**src/rtl/ram_pkg.sv**
```systemverilog
// Shared types and helpers for the simple-dual-port RAM and its clear sequencer.
package ram_pkg;

  typedef enum logic [0:0] {
    RDW_READ_FIRST,
    RDW_WRITE_FIRST
  } rdw_mode_e;

  typedef enum logic [0:0] {
    ST_CLEAR,
    ST_READY
  } ram_state_e;

  // Address width for n words, never below 1 so a 1-word RAM still has a port.
  function automatic int unsigned clog2(input int unsigned n);
    int unsigned w;
    w = 1;
    while ((64'd1 << w) < 64'(n)) w++;
    return w;
  endfunction

endpackage

```
**src/rtl/sync_ram_dp_if.sv**
```systemverilog
// Read/write port bundle of sync_ram_dp; master is the user side, slave is the RAM.
interface sync_ram_dp_if #(
  parameter int unsigned DATA_WIDTH = 8,
  parameter int unsigned ADDR_WIDTH = 4,
  parameter int unsigned GRAN       = 8
);
  localparam int unsigned LANES = DATA_WIDTH / GRAN;

  logic [ADDR_WIDTH-1:0] wr_adr;
  logic [DATA_WIDTH-1:0] wr_dat;
  logic                  wr_en;
  logic [LANES-1:0]      wr_sel;
  logic [ADDR_WIDTH-1:0] rd_adr;
  logic                  rd_en;
  logic [DATA_WIDTH-1:0] rd_dat;
  logic                  rd_valid;
  logic                  ready;

  modport master (
    output wr_adr, wr_dat, wr_en, wr_sel, rd_adr, rd_en,
    input  rd_dat, rd_valid, ready
  );

  modport slave (
    input  wr_adr, wr_dat, wr_en, wr_sel, rd_adr, rd_en,
    output rd_dat, rd_valid, ready
  );

endinterface

```
**src/rtl/ram_clear_seq.sv**
```systemverilog
// Post-reset clear sequencer: walks every address once, then raises ready.
module ram_clear_seq
  import ram_pkg::*;
#(
  parameter int unsigned DEPTH          = 16,
  parameter int unsigned ADDR_WIDTH     = 4,
  parameter int unsigned CLEAR_ON_RESET = 1
) (
  input  logic                  clk,
  input  logic                  rst,
  output logic                  clr_we,
  output logic [ADDR_WIDTH-1:0] clr_adr,
  output logic                  ready
);

  localparam logic [ADDR_WIDTH-1:0] LastAdr = ADDR_WIDTH'(DEPTH - 1);

  ram_state_e            state_q, state_d;
  logic [ADDR_WIDTH-1:0] cnt_q, cnt_d;
  logic                  ready_q;

  always_ff @(posedge clk) begin
    if (rst) begin
      state_q <= (CLEAR_ON_RESET != 0) ? ST_CLEAR : ST_READY;
      cnt_q   <= '0;
      ready_q <= 1'b0;
    end else begin
      state_q <= state_d;
      cnt_q   <= cnt_d;
      ready_q <= (state_d == ST_READY);
    end
  end

  always_comb begin
    state_d = state_q;
    cnt_d   = cnt_q;
    clr_we  = 1'b0;
    if (state_q == ST_CLEAR) begin
      clr_we = 1'b1;
      cnt_d  = cnt_q + 1'b1;
      if (cnt_q == LastAdr) begin
        state_d = ST_READY;
        cnt_d   = '0;
      end
    end
  end

  assign clr_adr = cnt_q;
  assign ready   = ready_q;

endmodule

```
**src/rtl/sync_ram_dp.sv**
```systemverilog
// Simple-dual-port synchronous RAM with byte-lane writes, selectable read-during-write
// behaviour, optional output register and a hardware clear after reset.
module sync_ram_dp
  import ram_pkg::*;
#(
  parameter int unsigned           DATA_WIDTH     = 8,
  parameter int unsigned           DEPTH          = 16,
  parameter int unsigned           GRAN           = 8,
  parameter int unsigned           RDW_MODE       = 0,
  parameter int unsigned           OUT_REG        = 0,
  parameter int unsigned           CLEAR_ON_RESET = 1,
  parameter logic [DATA_WIDTH-1:0] CLEAR_VALUE    = '0
) (
  input logic          clk,
  input logic          rst,
  sync_ram_dp_if.slave bus
);

  localparam int unsigned    ADDR_WIDTH = clog2(DEPTH);
  localparam int unsigned    LANES      = DATA_WIDTH / GRAN;
  localparam int unsigned    Aw1        = ADDR_WIDTH + 1;
  localparam logic [Aw1-1:0] DepthW     = Aw1'(DEPTH);
  localparam rdw_mode_e      RdwMode    = (RDW_MODE != 0) ? RDW_WRITE_FIRST : RDW_READ_FIRST;

  if (DATA_WIDTH % GRAN != 0) begin : g_bad_width
    $fatal(1, "sync_ram_dp: DATA_WIDTH must be a multiple of GRAN");
  end

  logic [DATA_WIDTH-1:0] mem [DEPTH];

  logic                  clr_we, ready;
  logic [ADDR_WIDTH-1:0] clr_adr;

  ram_clear_seq #(
    .DEPTH          (DEPTH),
    .ADDR_WIDTH     (ADDR_WIDTH),
    .CLEAR_ON_RESET (CLEAR_ON_RESET)
  ) u_clear_seq (
    .clk     (clk),
    .rst     (rst),
    .clr_we  (clr_we),
    .clr_adr (clr_adr),
    .ready   (ready)
  );

  logic                  wr_in_range, rd_in_range, user_we, rd_fire, we;
  logic [ADDR_WIDTH-1:0] we_adr;
  logic [DATA_WIDTH-1:0] we_dat, rd_word;
  logic [LANES-1:0]      we_sel;

  // The clear sequencer owns the single write port while it runs.
  always_comb begin
    wr_in_range = {1'b0, bus.wr_adr} < DepthW;
    rd_in_range = {1'b0, bus.rd_adr} < DepthW;
    user_we     = ready && bus.wr_en && wr_in_range;
    rd_fire     = ready && bus.rd_en;
    we          = clr_we || user_we;
    we_adr      = clr_we ? clr_adr : bus.wr_adr;
    we_dat      = clr_we ? CLEAR_VALUE : bus.wr_dat;
    we_sel      = clr_we ? '1 : bus.wr_sel;
    rd_word     = '0;
    if (rd_in_range) begin
      rd_word = mem[bus.rd_adr];
      if (RdwMode == RDW_WRITE_FIRST && user_we && bus.wr_adr == bus.rd_adr) begin
        for (int i = 0; i < LANES; i++) begin
          if (bus.wr_sel[i]) rd_word[i*GRAN +: GRAN] = bus.wr_dat[i*GRAN +: GRAN];
        end
      end
    end
  end

  always_ff @(posedge clk) begin
    if (we) begin
      for (int i = 0; i < LANES; i++) begin
        if (we_sel[i]) mem[we_adr][i*GRAN +: GRAN] <= we_dat[i*GRAN +: GRAN];
      end
    end
  end

  logic [DATA_WIDTH-1:0] s1_dat_q, rd_dat_q;
  logic                  s1_vld_q, rd_vld_q;

  always_ff @(posedge clk) begin
    if (rst) begin
      s1_dat_q <= '0;
      s1_vld_q <= 1'b0;
      rd_dat_q <= '0;
      rd_vld_q <= 1'b0;
    end else if (OUT_REG != 0) begin
      s1_vld_q <= rd_fire;
      if (rd_fire) s1_dat_q <= rd_word;
      rd_vld_q <= s1_vld_q;
      if (s1_vld_q) rd_dat_q <= s1_dat_q;
    end else begin
      rd_vld_q <= rd_fire;
      if (rd_fire) rd_dat_q <= rd_word;
    end
  end

  assign bus.rd_dat   = rd_dat_q;
  assign bus.rd_valid = rd_vld_q;
  assign bus.ready    = ready;

endmodule

```
**src/flat_wrapper.sv**
```systemverilog
// flat-port wrapper written by rule: the top's interface ports become plain ports
module sync_ram_dp_flat import ram_pkg::*;
#(
  parameter int unsigned           DATA_WIDTH     = 8,
  parameter int unsigned           DEPTH          = 16,
  parameter int unsigned           GRAN           = 8,
  parameter int unsigned           RDW_MODE       = 0,
  parameter int unsigned           OUT_REG        = 0,
  parameter int unsigned           CLEAR_ON_RESET = 1,
  parameter logic [DATA_WIDTH-1:0] CLEAR_VALUE    = '0
)
  (clk, rst, bus_wr_adr, bus_wr_dat, bus_wr_en, bus_wr_sel, bus_rd_adr, bus_rd_en, bus_rd_dat, bus_rd_valid, bus_ready);
  sync_ram_dp_if #(.DATA_WIDTH(DATA_WIDTH), .ADDR_WIDTH(4), .GRAN(GRAN)) bus_i ();
  input logic clk;
  input logic rst;
  input wire logic [$bits(bus_i.wr_adr)-1:0] bus_wr_adr;
  input wire logic [$bits(bus_i.wr_dat)-1:0] bus_wr_dat;
  input wire logic [$bits(bus_i.wr_en)-1:0] bus_wr_en;
  input wire logic [$bits(bus_i.wr_sel)-1:0] bus_wr_sel;
  input wire logic [$bits(bus_i.rd_adr)-1:0] bus_rd_adr;
  input wire logic [$bits(bus_i.rd_en)-1:0] bus_rd_en;
  output wire logic [$bits(bus_i.rd_dat)-1:0] bus_rd_dat;
  output wire logic [$bits(bus_i.rd_valid)-1:0] bus_rd_valid;
  output wire logic [$bits(bus_i.ready)-1:0] bus_ready;
  assign bus_i.wr_adr = bus_wr_adr;
  assign bus_i.wr_dat = bus_wr_dat;
  assign bus_i.wr_en = bus_wr_en;
  assign bus_i.wr_sel = bus_wr_sel;
  assign bus_i.rd_adr = bus_rd_adr;
  assign bus_i.rd_en = bus_rd_en;
  assign bus_rd_dat = bus_i.rd_dat;
  assign bus_rd_valid = bus_i.rd_valid;
  assign bus_ready = bus_i.ready;
  sync_ram_dp #(.DATA_WIDTH(DATA_WIDTH), .DEPTH(DEPTH), .GRAN(GRAN), .RDW_MODE(RDW_MODE), .OUT_REG(OUT_REG), .CLEAR_ON_RESET(CLEAR_ON_RESET), .CLEAR_VALUE(CLEAR_VALUE)) u_core (.clk(clk), .rst(rst), .bus(bus_i));
endmodule
```
**config.mk**
```make
export PLATFORM = sky130hd
export DESIGN_NAME = sync_ram_dp_flat
export DESIGN_NICKNAME = d
export VERILOG_FILES = /design/src/rtl/ram_pkg.sv /design/src/rtl/sync_ram_dp_if.sv /design/src/rtl/ram_clear_seq.sv /design/src/rtl/sync_ram_dp.sv /design/src/flat_wrapper.sv
export SDC_FILE = /design/constraint.sdc
export NUM_CORES = 1
export LEC_CHECK = 0
export ABC_AREA = 1
export ABC_CLOCK_PERIOD_IN_PS = 3800
export BUFFER_PORTS_ARGS = -buffer_cell sky130_fd_sc_hd__buf_2
export CAP_MARGIN = 10
export CORE_ASPECT_RATIO = 1.4
export CORE_UTILIZATION = 45
export DETAILED_ROUTE_END_ITERATION = 6
export HOLD_SLACK_MARGIN = 0.02
export PLACE_DENSITY_LB_ADDON = 0.12
export RECOVER_POWER = 50
export SETUP_SLACK_MARGIN = 0.5
export SLEW_MARGIN = 5
export SYNTH_ARGS = -nofsm -noshare
export SYNTH_HDL_FRONTEND = slang
export SYNTH_SLANG_ARGS = --single-unit
```
**constraint.sdc**
```tcl
create_clock -name clk -period 3.8 [get_ports clk]
set_input_delay 0.19 -clock clk [delete_from_list [all_inputs] [get_ports clk]]
set_output_delay 0.19 -clock clk [all_outputs]
set_load 0.02 [all_outputs]
```
Word level (Yosys, flattened, before mapping). Memories as Yosys holds them, arrays and structs flattened. A register that Yosys moved wholly into a read port is not among the register bits. Cells that the tools add are included.

RAM bits: 128. Logic and storage cells: 19. Flip-flop bits (word level): 6. Output and inout port bits: 10. Memories kept: 1.

Reduce and logical (&&, ||, !) cells: 3. Eq/ne operators: 1. Add/sub/neg operators: 1. Multiplexer cells: 10.

Memories: u_core.mem (depth 16, width 8, read ports 1, clocked after memory_dff 1, write ports 1, RTL line sync_ram_dp.sv:29) `logic [DATA_WIDTH-1:0] mem [DEPTH];`.

Operator list (count): two-way mux 4 bit (2); two-way mux 8 bit (1); two-way mux 1 bit (7); adder 4 x 1 -> 4 bit, second input constant (1); equality test 4 bit, second input constant (1); logical AND 1 bit (2); logical OR 1 bit (1).

Longest topological paths before layout.
Depth after elaboration: 4. Gate-level depth with buffers: 10.

Hierarchy. From an unflattened synthesis, not the netlist that was laid out.

Cells, all modules: 554. Area total of the unflattened synthesis: 5963.2 sq um.

Modules (own cells, without submodules): sync_ram_dp (cells each 522, area an instance 5734.2 sq um, instances 1, seq. area each 4023.9 sq um); ram_clear_seq (cells each 32, area an instance 229.0 sq um, instances 1, seq. area each 100.1 sq um).

Worst setup path after synthesis. OpenSTA, ideal clock, no wires.

Kind: register to register. Start: register u_core.u_clear_seq.ready_q (netlist: u_core.u_clear_seq.ready). End: memory u_core.mem[0][0], enable pin. Setup time: 370 ps. Slack: 1996 ps. Required time: 3430 ps. Period minus slack after synthesis: 1804 ps. Stages on the path, launching flop included: 6. Data arrival time: 1434 ps. Cell sequence: dfxtp_1 buf_4 nor2_1 a21oi_1 nand2_1 nor2_1.

Word-level cells in the longest chain between the ends: 4. Elaborated cells between the ends (all ways): 8. Those cells by class: 6 x mux; 2 x reduce/logical.

Ends and longest elaborated chain: from (decl) (RTL line ram_clear_seq.sv:20) `logic ready_q;`; from (signal assigned) (RTL line ram_clear_seq.sv:30) `ready_q <= (state_d == ST_READY);`; two-way mux 1 bit (tied with other cells); two-way mux 1 bit or logical OR 1 bit (tied branches); two-way mux 1 bit (RTL line sync_ram_dp.sv:73) `if (we) begin`; two-way mux 1 bit (not written as such) (RTL line sync_ram_dp.sv:75) `if (we_sel[i]) mem[we_adr][i*GRAN +: GRAN] <= we_dat[i*GRAN +: GRAN];`; to (decl) (RTL line sync_ram_dp.sv:29).

Parallel ways exist; a longest one is shown, timed or not.

Worst setup path after layout.
Start: register u_core.u_clear_seq.ready_q (netlist: u_core.u_clear_seq.ready). End: memory u_core.mem[0][4], enable pin.

Same word-level chain as after synthesis.

==> reports/results.tsv <==
metric	value	unit
outcome	finished clean	
Syn Inst Count	548	
CP top delay family	simple AND/OR/NAND/NOR gates	
DRT iter0 DRCs	316	
DRC	0	
area leader, netlist	edfxtp_1	
count leader, synth	nand2_1	
Power Total	3.49	mW
crit path max fanout	22	
Nets	593	
xor and xnor area share after synthesis	0	%
slew margin rel.	30.6	%
crit share post-route	66.9	%
Slowest-stage cell, CP	dfxtp_1	
clk root buf	clkbuf_16	
clock skew	0.00516	ns
IO Count	31	
Die ar.	13700	um2
largest net degree at the start of global routing	65	
PD cells	525	nW/um2
H-tree depth	4	
Total Wirelength	13800	um
initial antenna violation count	0	
postcts setup bufs	0	
total overflow reported by the global router	0	
Final min period	2.54	ns
Buf/Inv on CP	1	
critical path class	reg2reg	
final slew viol count	0	
DP Area	6070	um2
Antenna Diode Count	0	
hold_buf cts	1	
Design Area, Final	6650	um2
Routed Antenna Nets	0	
type of origin of the critical path	flop	
Sw Share	21.4	%
async set-reset flop share out of synthesis	0	%
Initial Util	46.3	%
CTS Buf Count	17	
top cells by count, synth	nand2_1, edfxtp_1, nand3_1	
Mean Syn Cell Area	10.9	um2
leakage	2.63	nW
Clock transition at path regs	0.06	ns
post-synthesis register bit count	142	
first-pass GRT wire length	21500	um
ys flop type	edfxtp_1	
Cell Int Power	2.74	mW
VDD IR max	338	uV
Mapped Area	5960	um2
GP Congestion	0.829	
Post-Place Worst Slack	1.31	ns
top cell type's share of synthesized area	64.5	%
gr usage total	21.9	%
Reg2Reg Setup Slack	1.26	ns
synth unique cells	22	
Seq/Total Area, Yosys	69.2	%
most area-consuming cells after synthesis	edfxtp_1, nand2_1, nand3_1	
Synth Area in Compound Gates	0.839	%
Post-Synth Simple-Gate Area	23.8	%
Max Cap Violations	0	
largest family of logic cells by synthesized area	simple AND/OR/NAND/NOR gates	
max incr delay on CP	0.75	ns
CP endpoint kind	flop	
P&R area growth vs syn	11.5	%
Final Hold Fails	0	
Filler cells	1171	
Finish-stage setup viols	0	
Tightest Hold Check Type	in2reg	
Setup TNS	0	ns
Core Footprint	12900	um2
crit path cell chain	inv_1, or2_2, o21ai_2, nand3_1, nor2_1	
DIE HEIGHT	138	um
Synthesized Nets	570	
Die Width	99.3	um
Clk pwr share	45.7	%
number of port buffers	30	
Via density	5.31	
RSZ-0062 raised after global routing	false	
CTS tree	built	
post-DP HPWL	8950	um
post-cts resize count	0	
DR WL/cell	18.7	um
Setup WS post-layout	1.26	ns
row count	49	
CTS sink cnt	142	
Worst Path Arrival	2.58	ns
share of layout cells above drive strength 1	9.93	%
clk_lat worst skew	0.41	ns
Ys Warns	0	
EDFF count, synth	128	
Slew @ Worst Pin	1.04	ns
Req. time, crit path	3.84	ns
Comb power frac	4.9	%
total number of vias	3917	
Clock Tree Buf Depth	2	
vias in the first global route	3995	
switching power	0.748	mW
Reg power frac	49.4	%
post-synthesis adder-cell area fraction	0.210	%
f_max	393	MHz
mux share of post-synthesis cell area	0	%
fin util	51.7	%
first-pass detailed-route iteration total	5	
==> state kept, by name, indices dropped and copies added, names as in the netlist <==
name,cells
u_core.u_clear_seq.ready,1
u_core.bus.rd_dat,8
u_core.bus.rd_valid,1
u_core.mem,128
u_core.u_clear_seq.clr_adr,4
==> routing by layer <==
layer	vias to the layer above	share of wire, %	track usage (%)
met5	-	0	0
met4	0	2.1	8.13
met3	22	4.0	3.64
met2	99	56	40.2
met1	1892	38	25.2
li1	1904	-	-
==> layout make-up <==
class	count	area (um2)	area share, %
Timing Repair Buffer	32	155	2.33
Clock buffer	18	439	6.60
Inverter	31	116	1.75
Multi-Input combinational cell	347	1480	22.3
Clock inverter	14	144	2.16
Sequential cell	142	4120	62.0
Tap cell	153	191	2.88
==> power by group through the flow <==
| stage | Clock (mW) | Sequential (mW) | Combinational (mW) |
|---|---|---|---|
| 6_report | 1.59 | 1.72 | 0.173 |
| 4_1_cts | 1.62 | 1.72 | 0.174 |
| 5_1_grt | 1.69 | 1.73 | 0.196 |
| 2_1_floorplan | 0 | 1.75 | 0.133 |
| 3_3_place_gp | 0 | 1.76 | 0.170 |
| 3_5_place_dp | 0 | 1.76 | 0.172 |
==> logic make-up after synthesis <==
kind of cell,count (synthesis)
compound gates,8
fa+ha+maj,1
buf+inv,59
flops,142
simple gates,338
==> worst paths after layout <==
check	cells after the start	from	endpoint
max reg2reg	5	u_core.u_clear_seq.ready$_SDFF_PP0_	u_core.mem[0][4]$_DFFE_PP_
max	5	u_core.u_clear_seq.ready$_SDFF_PP0_	u_core.mem[0][4]$_DFFE_PP_
min reg2reg	2	u_core.u_clear_seq.clr_adr[1]$_SDFFE_PP0N_	u_core.u_clear_seq.clr_adr[1]$_SDFFE_PP0N_
min	2	rst	u_core.bus.rd_valid$_SDFF_PP0_
==> metrics by stage <==
| step | cells | hold slack [ns] |
|---|---|---|
| floorplan | 548 | 0.335 |
| global placement | 704 | 0.440 |
| detailed placement | 704 | 0.440 |
| CTS | 737 | 0.103 |
| global route | 737 | 0.148 |
| finish | 737 | 0.118 |
==> cell usage in the layout, fill, tap and decap left out, drive strengths merged, types with 2 or more instances in the layout <==
master / count
a21oi: 3
buf: 21
bufinv: 2
clkbuf: 28
clkinv: 6
clkinvlp: 5
dfxtp: 14
edfxtp: 128
inv: 32
nand2: 184
nand3: 108
nor2: 40
nor3: 2
o21ai: 2
or2: 2
No activity file was read; power rests on OpenSTA's default activity.
